`config.mk`:
```
export PLATFORM = sky130hd
export DESIGN_NAME = uart_rx
export DESIGN_NICKNAME = d
export VERILOG_FILES = /design/src/rtl/uart_rx.sv
export SDC_FILE = /design/constraint.sdc
export NUM_CORES = 1
export LEC_CHECK = 0
export CORE_UTILIZATION = 58
export CTS_BUF_LIST = sky130_fd_sc_hd__clkbuf_8
export DETAILED_ROUTE_END_ITERATION = 8
export PLACE_DENSITY = 0.91
export SETUP_SLACK_MARGIN = 0.05
export SLEW_MARGIN = 30
export SYNTH_ARGS = -nofsm -noshare
export SYNTH_HDL_FRONTEND = slang
export SYNTH_SLANG_ARGS = --single-unit
```
`constraint.sdc`:
```
create_clock -name clock -period 5.8 [get_ports clock]
set_clock_uncertainty 0.1 [all_clocks]
set_input_delay 1.16 -clock clock [delete_from_list [all_inputs] [get_ports clock]]
set_output_delay 1.16 -clock clock [all_outputs]
set_load 0.05 [all_outputs]
```
`src/rtl/uart_rx.sv`:
```
// UART receiver: oversampling-free, mid-bit strobed by an external baud generator.
// Produces one DATA_BITS word per frame with a single-entry output register.
module uart_rx #(
  parameter int DATA_BITS = 8
) (
  input  logic                 clock,
  input  logic                 reset,
  input  logic                 rx,
  input  logic                 tick,
  output logic                 start_rx,
  output logic [DATA_BITS-1:0] data,
  output logic                 data_valid,
  input  logic                 data_ack,
  output logic                 framing_error,
  output logic                 overrun
);

  localparam int CW = $clog2(DATA_BITS) + 1;
  localparam logic [CW-1:0] LAST_BIT = CW'(DATA_BITS - 1);

  typedef enum logic [2:0] {
    IDLE,
    START,
    DATA,
    STOP,
    WAIT_HIGH
  } state_t;

  state_t               state;
  state_t               next_state;
  logic                 rx_meta;
  logic                 rx_sync;
  logic [CW-1:0]        bit_count;
  logic [DATA_BITS-1:0] shift_reg;
  logic                 clear_count;
  logic                 shift_en;
  logic                 accept;
  logic                 bad_stop;

  // Synchronizer flops reset to the idle-high line level so reset never
  // looks like a start edge.
  // NOTE: sequential state uses non-blocking (<=) so every flop samples
  // pre-edge values regardless of block ordering.
  always_ff @(posedge clock) begin
    if (reset) begin
      rx_meta <= 1'b1;
      rx_sync <= 1'b1;
    end else begin
      rx_meta <= rx;
      rx_sync <= rx_meta;
    end
  end

  always_ff @(posedge clock) begin
    if (reset) state <= IDLE;
    else       state <= next_state;
  end

  // NOTE: every output of this block gets a default first; a path that
  // leaves one unassigned would infer a latch.
  always_comb begin
    next_state  = state;
    start_rx    = 1'b0;
    clear_count = 1'b0;
    shift_en    = 1'b0;
    accept      = 1'b0;
    bad_stop    = 1'b0;
    case (state)
      IDLE: begin
        if (!rx_sync && !reset) begin
          start_rx   = 1'b1;
          next_state = START;
        end
      end
      START: begin
        if (tick) begin
          if (!rx_sync) begin
            clear_count = 1'b1;
            next_state  = DATA;
          end else begin
            next_state = IDLE;
          end
        end
      end
      DATA: begin
        if (tick) begin
          shift_en = 1'b1;
          if (bit_count == LAST_BIT) next_state = STOP;
        end
      end
      STOP: begin
        if (tick) begin
          if (rx_sync) begin
            accept     = 1'b1;
            next_state = IDLE;
          end else begin
            bad_stop   = 1'b1;
            next_state = WAIT_HIGH;
          end
        end
      end
      WAIT_HIGH: begin
        if (rx_sync) next_state = IDLE;
      end
      default: next_state = IDLE;
    endcase
  end

  // Right shift: the first bit received ends up in bit 0.
  always_ff @(posedge clock) begin
    if (reset) begin
      bit_count <= '0;
      shift_reg <= '0;
    end else begin
      if (clear_count)   bit_count <= '0;
      else if (shift_en) bit_count <= bit_count + CW'(1);
      if (shift_en)      shift_reg <= {rx_sync, shift_reg[DATA_BITS-1:1]};
      else if (bad_stop) shift_reg <= '0;
    end
  end

  // Single-entry output buffer: an accept coinciding with data_ack replaces
  // the pending word; otherwise a pending word wins and the new one is lost.
  always_ff @(posedge clock) begin
    if (reset) begin
      data          <= '0;
      data_valid    <= 1'b0;
      framing_error <= 1'b0;
      overrun       <= 1'b0;
    end else begin
      framing_error <= bad_stop;
      if (accept) begin
        if (!data_valid || data_ack) begin
          data       <= shift_reg;
          data_valid <= 1'b1;
        end else begin
          overrun <= 1'b1;
        end
      end else if (data_ack && data_valid) begin
        data_valid <= 1'b0;
        overrun    <= 1'b0;
      end
    end
  end

endmodule

```
==> tab_implementation.tex, run 1 <==
\begin{tabular}{lr}
\hline
Metric & Value \\
\hline
\multicolumn{2}{l}{\textbf{Finish}} \\
Non-Filler Instances & 153 \\
Share of post-route cells with drive strength above 1 & 10.2\% \\
Final layout net count & 135 \\
Antenna diode instance count & 0 \\
Area of all placed cells without fillers & 0.00134 mm2 \\
Growth of design area from synthesis to finish & 21.8\% \\
Core utilization of the finished layout & 76.2\% \\
\multicolumn{2}{l}{\textbf{Critical path}} \\
Critical path launch point type & primary input \\
CP Data Arrival Time & 3.13 ns \\
Critical path peak fanout & 28 \\
Worst-case register-to-register setup slack & 3.79 ns \\
Critical path class & in2out \\
WP data required & 4.54 ns \\
Critical path capture point type & output port \\
\multicolumn{2}{l}{\textbf{Timing}} \\
Fmax & 228 MHz \\
Final-report setup violation count & 0 \\
Count of final max-slew check failures & 0 \\
Fin. Hold Viols & 0 \\
Min cycle time layout & 4.39 ns \\
Setup Total Neg Slack & 0 ns \\
Transition time of the tightest slew-check pin & 0.886 ns \\
Unrepaired setup endpoints after global routing & false \\
Worst hold margin & 0.331 ns \\
Relative slew slack & 40.7\% \\
Final worst path period share & 75.6\% \\
\multicolumn{2}{l}{\textbf{Placement}} \\
Final weighted congestion in routability-driven placement & 0.736 \\
Estimated wirelength of the detail-placed design & 1.45 mm \\
PortBufs & 16 \\
Instance area after placement & 0.00127 mm2 \\
\# placed instances & 149 \\
\multicolumn{2}{l}{\textbf{Synthesis}} \\
Post-Synth XOR/XNOR Area & 2.38\% \\
Number of enable flip-flop cells after synthesis & 0 \\
Cell with the most instances after synthesis & dfxtp\_1 \\
Leading cell types by total area after synthesis & dfxtp\_1, mux2i\_1, nor2\_1 \\
Syn. warnings & 0 \\
Unique masters post-synth & 34 \\
Area share of the leading cell type in the synthesized netlist & 50.8\% \\
Main combinational cell family by area after synthesis & simple AND/OR/NAND/NOR gates \\
Post-Synth Adder-Cell Area & 1.13\% \\
Count of state elements after synthesis & 28 \\
Largest area contributor in the netlist & dfxtp\_1 \\
Cell count after synthesis & 113 \\
Simple-Gate Fraction of Synth Area & 22.4\% \\
Commonest cells post-synth & dfxtp\_1, nor2\_1, mux2i\_1 \\
Fraction of registers with async set/reset & 0\% \\
Synthesized cell area & 0.00110 mm2 \\
Most common flop cell mapped by yosys & dfxtp\_1 \\
Mapped Nets & 119 \\
Share of synthesized area occupied by flip-flops and latches & 50.8\% \\
Synth Area per Inst & 9.77 um2 \\
Mux cell area share after synthesis & 8.16\% \\
Post-synthesis compound-gate area fraction & 12.7\% \\
\multicolumn{2}{l}{\textbf{Die}} \\
Width of the chip & 45.6 um \\
Initial standard-cell utilization of the core & 62.6\% \\
Area of the core & 0.00176 mm2 \\
Area of the die & 0.00208 mm2 \\
Site Rows & 15 \\
Vertical extent of the die & 45.6 um \\
Number of top-level pins & 17 \\
\multicolumn{2}{l}{\textbf{Clocking}} \\
CTS sink count & 28 \\
Root buffer selected by CTS & clkbuf\_8 \\
Clock tree from TritonCTS & yes \\
Setup bufs post-CTS & 0 \\
Number of buffers inserted by hold repair at cts & 0 \\
Cts repair resizes & 0 \\
Clock slew at the register clock pins of the worst setup and hold paths & 0.09 ns \\
Worst-case clock buffer depth & 2 \\
Latest clock arrival within the worst-skew pair & 0.27 ns \\
Inserted Clock Buffers & 3 \\
H-tree depth & 1 \\
\multicolumn{2}{l}{\textbf{Job}} \\
Number of maximum-capacitance constraint violations & 0 \\
\multicolumn{2}{l}{\textbf{Routing}} \\
Remaining design rule violation count & 0 \\
Average vias per placed instance & 5.42 \\
Post-detailed-routing wire length & 2.05 mm \\
First DRT Iteration DRCs & 14 \\
Number of vias in the routed layout & 830 \\
Number of detailed-route iterations in the first pass & 4 \\
Drt wl/cell & 13.4 um \\
Number of antenna-violating nets in the routed design & 0 \\
\multicolumn{2}{l}{\textbf{Power}} \\
Peak ir drop on the vdd network & 0.290 mV \\
Power per cell area & 267 mW/mm2 \\
Lkg Pwr & 0.458 nW \\
\multicolumn{2}{l}{\textbf{Worst hold path}} \\
Tightest Hold Check Type & reg2reg \\
\multicolumn{2}{l}{\textbf{Global route}} \\
Met1 track demand over resource in global routing & 26.1\% \\
Met2 layer usage reported by global route & 40.3\% \\
GR met3 Demand/Resource & 6.75\% \\
First-pass GRT wire length & 3.33 mm \\
Maximum number of pins on one net before global-route repair & 29 \\
Overflow left after global routing & 0 \\
Number of global-route vias before repair & 776 \\
Busiest layer in global routing & met2 \\
Total routing resource utilization after global routing & 22.6\% \\
Number of antenna violations at the first check in global routing & 0 \\
\multicolumn{2}{l}{\textbf{Run status}} \\
Result of the run & finished, final reports clean \\
\hline
\end{tabular}
where the power goes:
group,internal (mW),switching [mW]
clock,0.0923,0.0584
sequential,0.193,0.00165
combinational,0.00634,0.00676
total,0.292,0.0668
critical path: stages:
cell	delay, ns
clkdlybuf4s50_1	0.87
nor2_1	0.27
clkdlybuf4s50_1	0.82
logic make-up after synthesis:
group / after synthesis
compound gates: 19
fa+ha+maj: 1
simple gates: 47
xor+xnor: 3
buf+inv: 6
flops: 28
mux: 9
layer usage:
metal  up-vias  wire length [um]
met1       385               906
li1        423                 -
met2        20              1050
met5         -                 0
met4         0                10
met3         2                79
cell usage in the layout, fill, tap and decap left out, types with 2 or more instances in the layout:
master	n
dfxtp_1	28
nor2_1	23
clkdlybuf4s50_1	16
mux2i_1	9
a22oi_1	8
nand2_1	6
nor2b_1	3
o21ai_0	3
clkbuf_8	3
nand3b_1	2
a21oi_1	2
or2_2	2
xnor2_1	2
area by class of cell:
cell class	count	area (um2)
Tap cell	25	31.3
Clock inverter	1	30.0
Clock buffer	3	41.3
Sequential cell	28	561
Fill cell	134	420
Inverter	1	3.75
Multi-Input combinational cell	79	517
Timing Repair Buffer	16	160
path summary, 6_finish.rpt:
kind / startpoint / endpoint / cells past startpoint
min: rx_meta / rx_sync / 1
min reg2reg: rx_meta / rx_sync / 1
max: reset / start_rx / 3
max reg2reg: state[1] / data[4] / 4
metrics by stage:
stage	power (mW)	setup slack (ns)
final	0.359	1.41
after global routing	0.370	1.28
after CTS	0.359	1.41
after detailed placement	0.213	1.40
after global placement	0.212	1.46
after floorplan	0.208	2.31
Note: power is estimated with default switching activity, not from simulation.
==> run 2: changes to the inputs <==
--- a/config.mk
+++ b/config.mk
@@ -5,10 +5,10 @@
 export SDC_FILE = /design/constraint.sdc
 export NUM_CORES = 1
 export LEC_CHECK = 0
-export CORE_UTILIZATION = 58
+export CORE_UTILIZATION = 49
 export CTS_BUF_LIST = sky130_fd_sc_hd__clkbuf_8
 export DETAILED_ROUTE_END_ITERATION = 8
-export PLACE_DENSITY = 0.91
+export PLACE_DENSITY = 0.83
 export SETUP_SLACK_MARGIN = 0.05
 export SLEW_MARGIN = 30
 export SYNTH_ARGS = -nofsm -noshare
==> constraint.sdc (replaced) <==
create_clock -name clock -period 3.54 [get_ports clock]
set_clock_uncertainty 0.1 [all_clocks]
set_input_delay 0.708 -clock clock [delete_from_list [all_inputs] [get_ports clock]]
set_output_delay 0.708 -clock clock [all_outputs]
set_load 0.05 [all_outputs]
==> tab_implementation.tex, run 2 (synthesis gave the netlist of run 1 again) <==
\begin{tabular}{lr}
\hline
Metric & Value \\
\hline
\multicolumn{2}{l}{\textbf{Run status}} \\
Result of the run & finished, final reports clean \\
\multicolumn{2}{l}{\textbf{Finish}} \\
Share of post-route cells with drive strength above 1 & 11.6\% (+1.5 points) \\
Growth of design area from synthesis to finish & 22.4\% \\
Register cell area after layout & 561 um2 (unchanged) \\
Area of all placed cells without fillers & 0.00135 mm2 (+0.56\%) \\
Antenna diode instance count & 0 (unchanged) \\
Non-Filler Instances & 156 (+2.0\%) \\
Most common cell after layout, fill and taps aside & dfxtp\_1 \\
Top library cells by usage in the layout, fill and taps aside & dfxtp\_1, nor2\_1, clkdlybuf4s50\_1, mux2i\_1, a22oi\_1 \\
Final layout net count & 136 (+0.74\%) \\
Multi-input combinational cell area & 517 um2 (unchanged) \\
Filler cells & 166 (+24\%) \\
\multicolumn{2}{l}{\textbf{Placement}} \\
PortBufs & 16 (unchanged) \\
Estimated wirelength of the detail-placed design & 1.31 mm (-9.7\%) \\
Instance area after placement & 0.00128 mm2 (+0.59\%) \\
Final weighted congestion in routability-driven placement & 0.797 (+8.3\%) \\
\# placed instances & 152 (+2.0\%) \\
\multicolumn{2}{l}{\textbf{Timing}} \\
Final-report setup violation count & 0 (unchanged) \\
Fin. Hold Viols & 0 (unchanged) \\
Transition time of the tightest slew-check pin & 0.835 ns (-0.0513 ns) \\
Unrepaired setup endpoints after global routing & false \\
Count of final max-slew check failures & 0 (unchanged) \\
Final worst path period share & 71.1\% \\
Worst hold margin & 0.316 ns (-0.0146 ns) \\
Fmax & 398 MHz \\
Min cycle time layout & 2.52 ns \\
Relative slew slack & 44.1\% (+3.3 points) \\
Setup Total Neg Slack & 0 ns (unchanged) \\
\multicolumn{2}{l}{\textbf{Critical path}} \\
Crit. path cell count & 4 (+1) \\
Top cell by count, worst path & buf\_4 \\
Worst reg2reg path depth & 4 (unchanged) \\
Critical path launch point type & primary input \\
Worst path max stage delay & 0.45 ns (-0.42 ns) \\
Critical path peak fanout & 28 (unchanged) \\
Worst-case register-to-register setup slack & 1.61 ns (-2.18 ns) \\
Bufs and invs on worst path & 3 (+1) \\
Kind of cell with the highest combined delay on the critical path & buffers and inverters \\
Cell with the biggest individual delay on the critical path & clkdlybuf4s50\_1 \\
Critical path capture point type & output port \\
CP Data Arrival Time & 1.71 ns (-1.42 ns) \\
Critical path class & in2out \\
Critical path startpoint & reset \\
Crit path to & start\_rx \\
Worst flop-to-flop path startpoint & state[1] \\
Worst-path cell chain & clkdlybuf4s50\_1 > buf\_4 > nor2\_1 > buf\_4 \\
Worst r2r dst & data[7] \\
WP data required & 2.73 ns (-1.81 ns) \\
\multicolumn{2}{l}{\textbf{Die}} \\
Initial standard-cell utilization of the core & 54.0\% (-8.5 points) \\
Area of the die & 0.00245 mm2 (+18\%) \\
Number of top-level pins & 17 (unchanged) \\
Width of the chip & 49.5 um (+8.4\%) \\
Vertical extent of the die & 49.5 um (+8.4\%) \\
Site Rows & 16 (+1) \\
Area of the core & 0.00204 mm2 (+16\%) \\
\multicolumn{2}{l}{\textbf{Clocking}} \\
H-tree depth & 1 (unchanged) \\
Inserted Clock Buffers & 3 (unchanged) \\
Number of buffers inserted by hold repair at cts & 0 (unchanged) \\
CTS sink count & 28 (unchanged) \\
Latest clock arrival within the worst-skew pair & 0.27 ns (about the same) \\
Root buffer selected by CTS & clkbuf\_8 \\
Worst-case clock buffer depth & 2 (unchanged) \\
Cts repair resizes & 0 (unchanged) \\
Clock slew at the register clock pins of the worst setup and hold paths & 0.09 ns (about the same) \\
Clock tree from TritonCTS & yes \\
Setup bufs post-CTS & 0 (unchanged) \\
\multicolumn{2}{l}{\textbf{Power}} \\
Post-layout power & 586 uW (+63\%) \\
Power per cell area & 434 mW/mm2 (+63\%) \\
Peak ir drop on the vdd network & 0.292 mV (+0.63\%) \\
Lkg Pwr & 0.465 nW (+1.5\%) \\
\multicolumn{2}{l}{\textbf{Job}} \\
Number of maximum-capacitance constraint violations & 0 (unchanged) \\
\multicolumn{2}{l}{\textbf{Global route}} \\
Total routing resource utilization after global routing & 18.1\% (-4.4 points) \\
Number of antenna violations at the first check in global routing & 0 (unchanged) \\
Number of global-route vias before repair & 784 (+1.0\%) \\
First-pass GRT wire length & 3.43 mm (+2.9\%) \\
Overflow left after global routing & 0 (unchanged) \\
Maximum number of pins on one net before global-route repair & 29 (unchanged) \\
\multicolumn{2}{l}{\textbf{Routing}} \\
Remaining design rule violation count & 0 (unchanged) \\
Drt wl/cell & 12.6 um (-6.0\%) \\
Number of antenna-violating nets in the routed design & 0 (unchanged) \\
First DRT Iteration DRCs & 17 (+3) \\
Number of vias in the routed layout & 832 (+0.24\%) \\
Average vias per placed instance & 5.33 (-1.7\%) \\
Post-detailed-routing wire length & 1.96 mm (-4.2\%) \\
Number of detailed-route iterations in the first pass & 4 (unchanged) \\
\multicolumn{2}{l}{\textbf{Worst hold path}} \\
Tightest Hold Check Type & reg2reg \\
\hline
\end{tabular}
==> run 2: worst min path at each step <==
stage / start / endpoint / slack (ns) / depth (start not counted)
after floorplan: rx_meta / rx_sync / 0.29 / 1
after global placement: rx_meta / rx_sync / 0.29 / 1
after detailed placement: rx_meta / rx_sync / 0.29 / 1
after CTS: rx_meta / rx_sync / 0.32 / 1
after global routing: rx_meta / rx_sync / 0.34 / 1
final: rx_meta / rx_sync / 0.32 / 1
==> run 2: through the flow <==
step           util (%)  setup slack [ns]
6_report           66.2              1.02
5_1_grt            66.2             0.950
3_3_place_gp       62.7             0.974
3_5_place_dp       62.7             0.891
4_1_cts            66.2              1.02
2_1_floorplan         -             0.958
==> run 2: power by group <==
group / switching, mW / leakage [nW] / internal [mW] / total (mW)
Sequential: 0.00260 / 0.226 / 0.317 / 0.319
Combinational: 0.0112 / 0.203 / 0.0109 / 0.0221
Clock: 0.0939 / 0.0357 / 0.151 / 0.245
Total: 0.108 / 0.465 / 0.479 / 0.586
==> run 2: area by class of cell <==
cell class | count | area share (%)
clock buffers | 3 | 3.06
clock inverters | 1 | 2.22
inverters | 1 | 0.278
multi-input cells | 79 | 38.2
flip-flops and latches | 28 | 41.5
well taps | 27 | 2.50
repair buffers | 17 | 12.2
==> run 2: layer usage <==
layer  global-route usage (%)  share of wire, %  vias up
li1                         -                 -      431
met1                     23.0                47      384
met2                     30.8                48       17
met3                     3.70               4.3        0
met4                     5.71                 0        0
met5                        0                 0        -
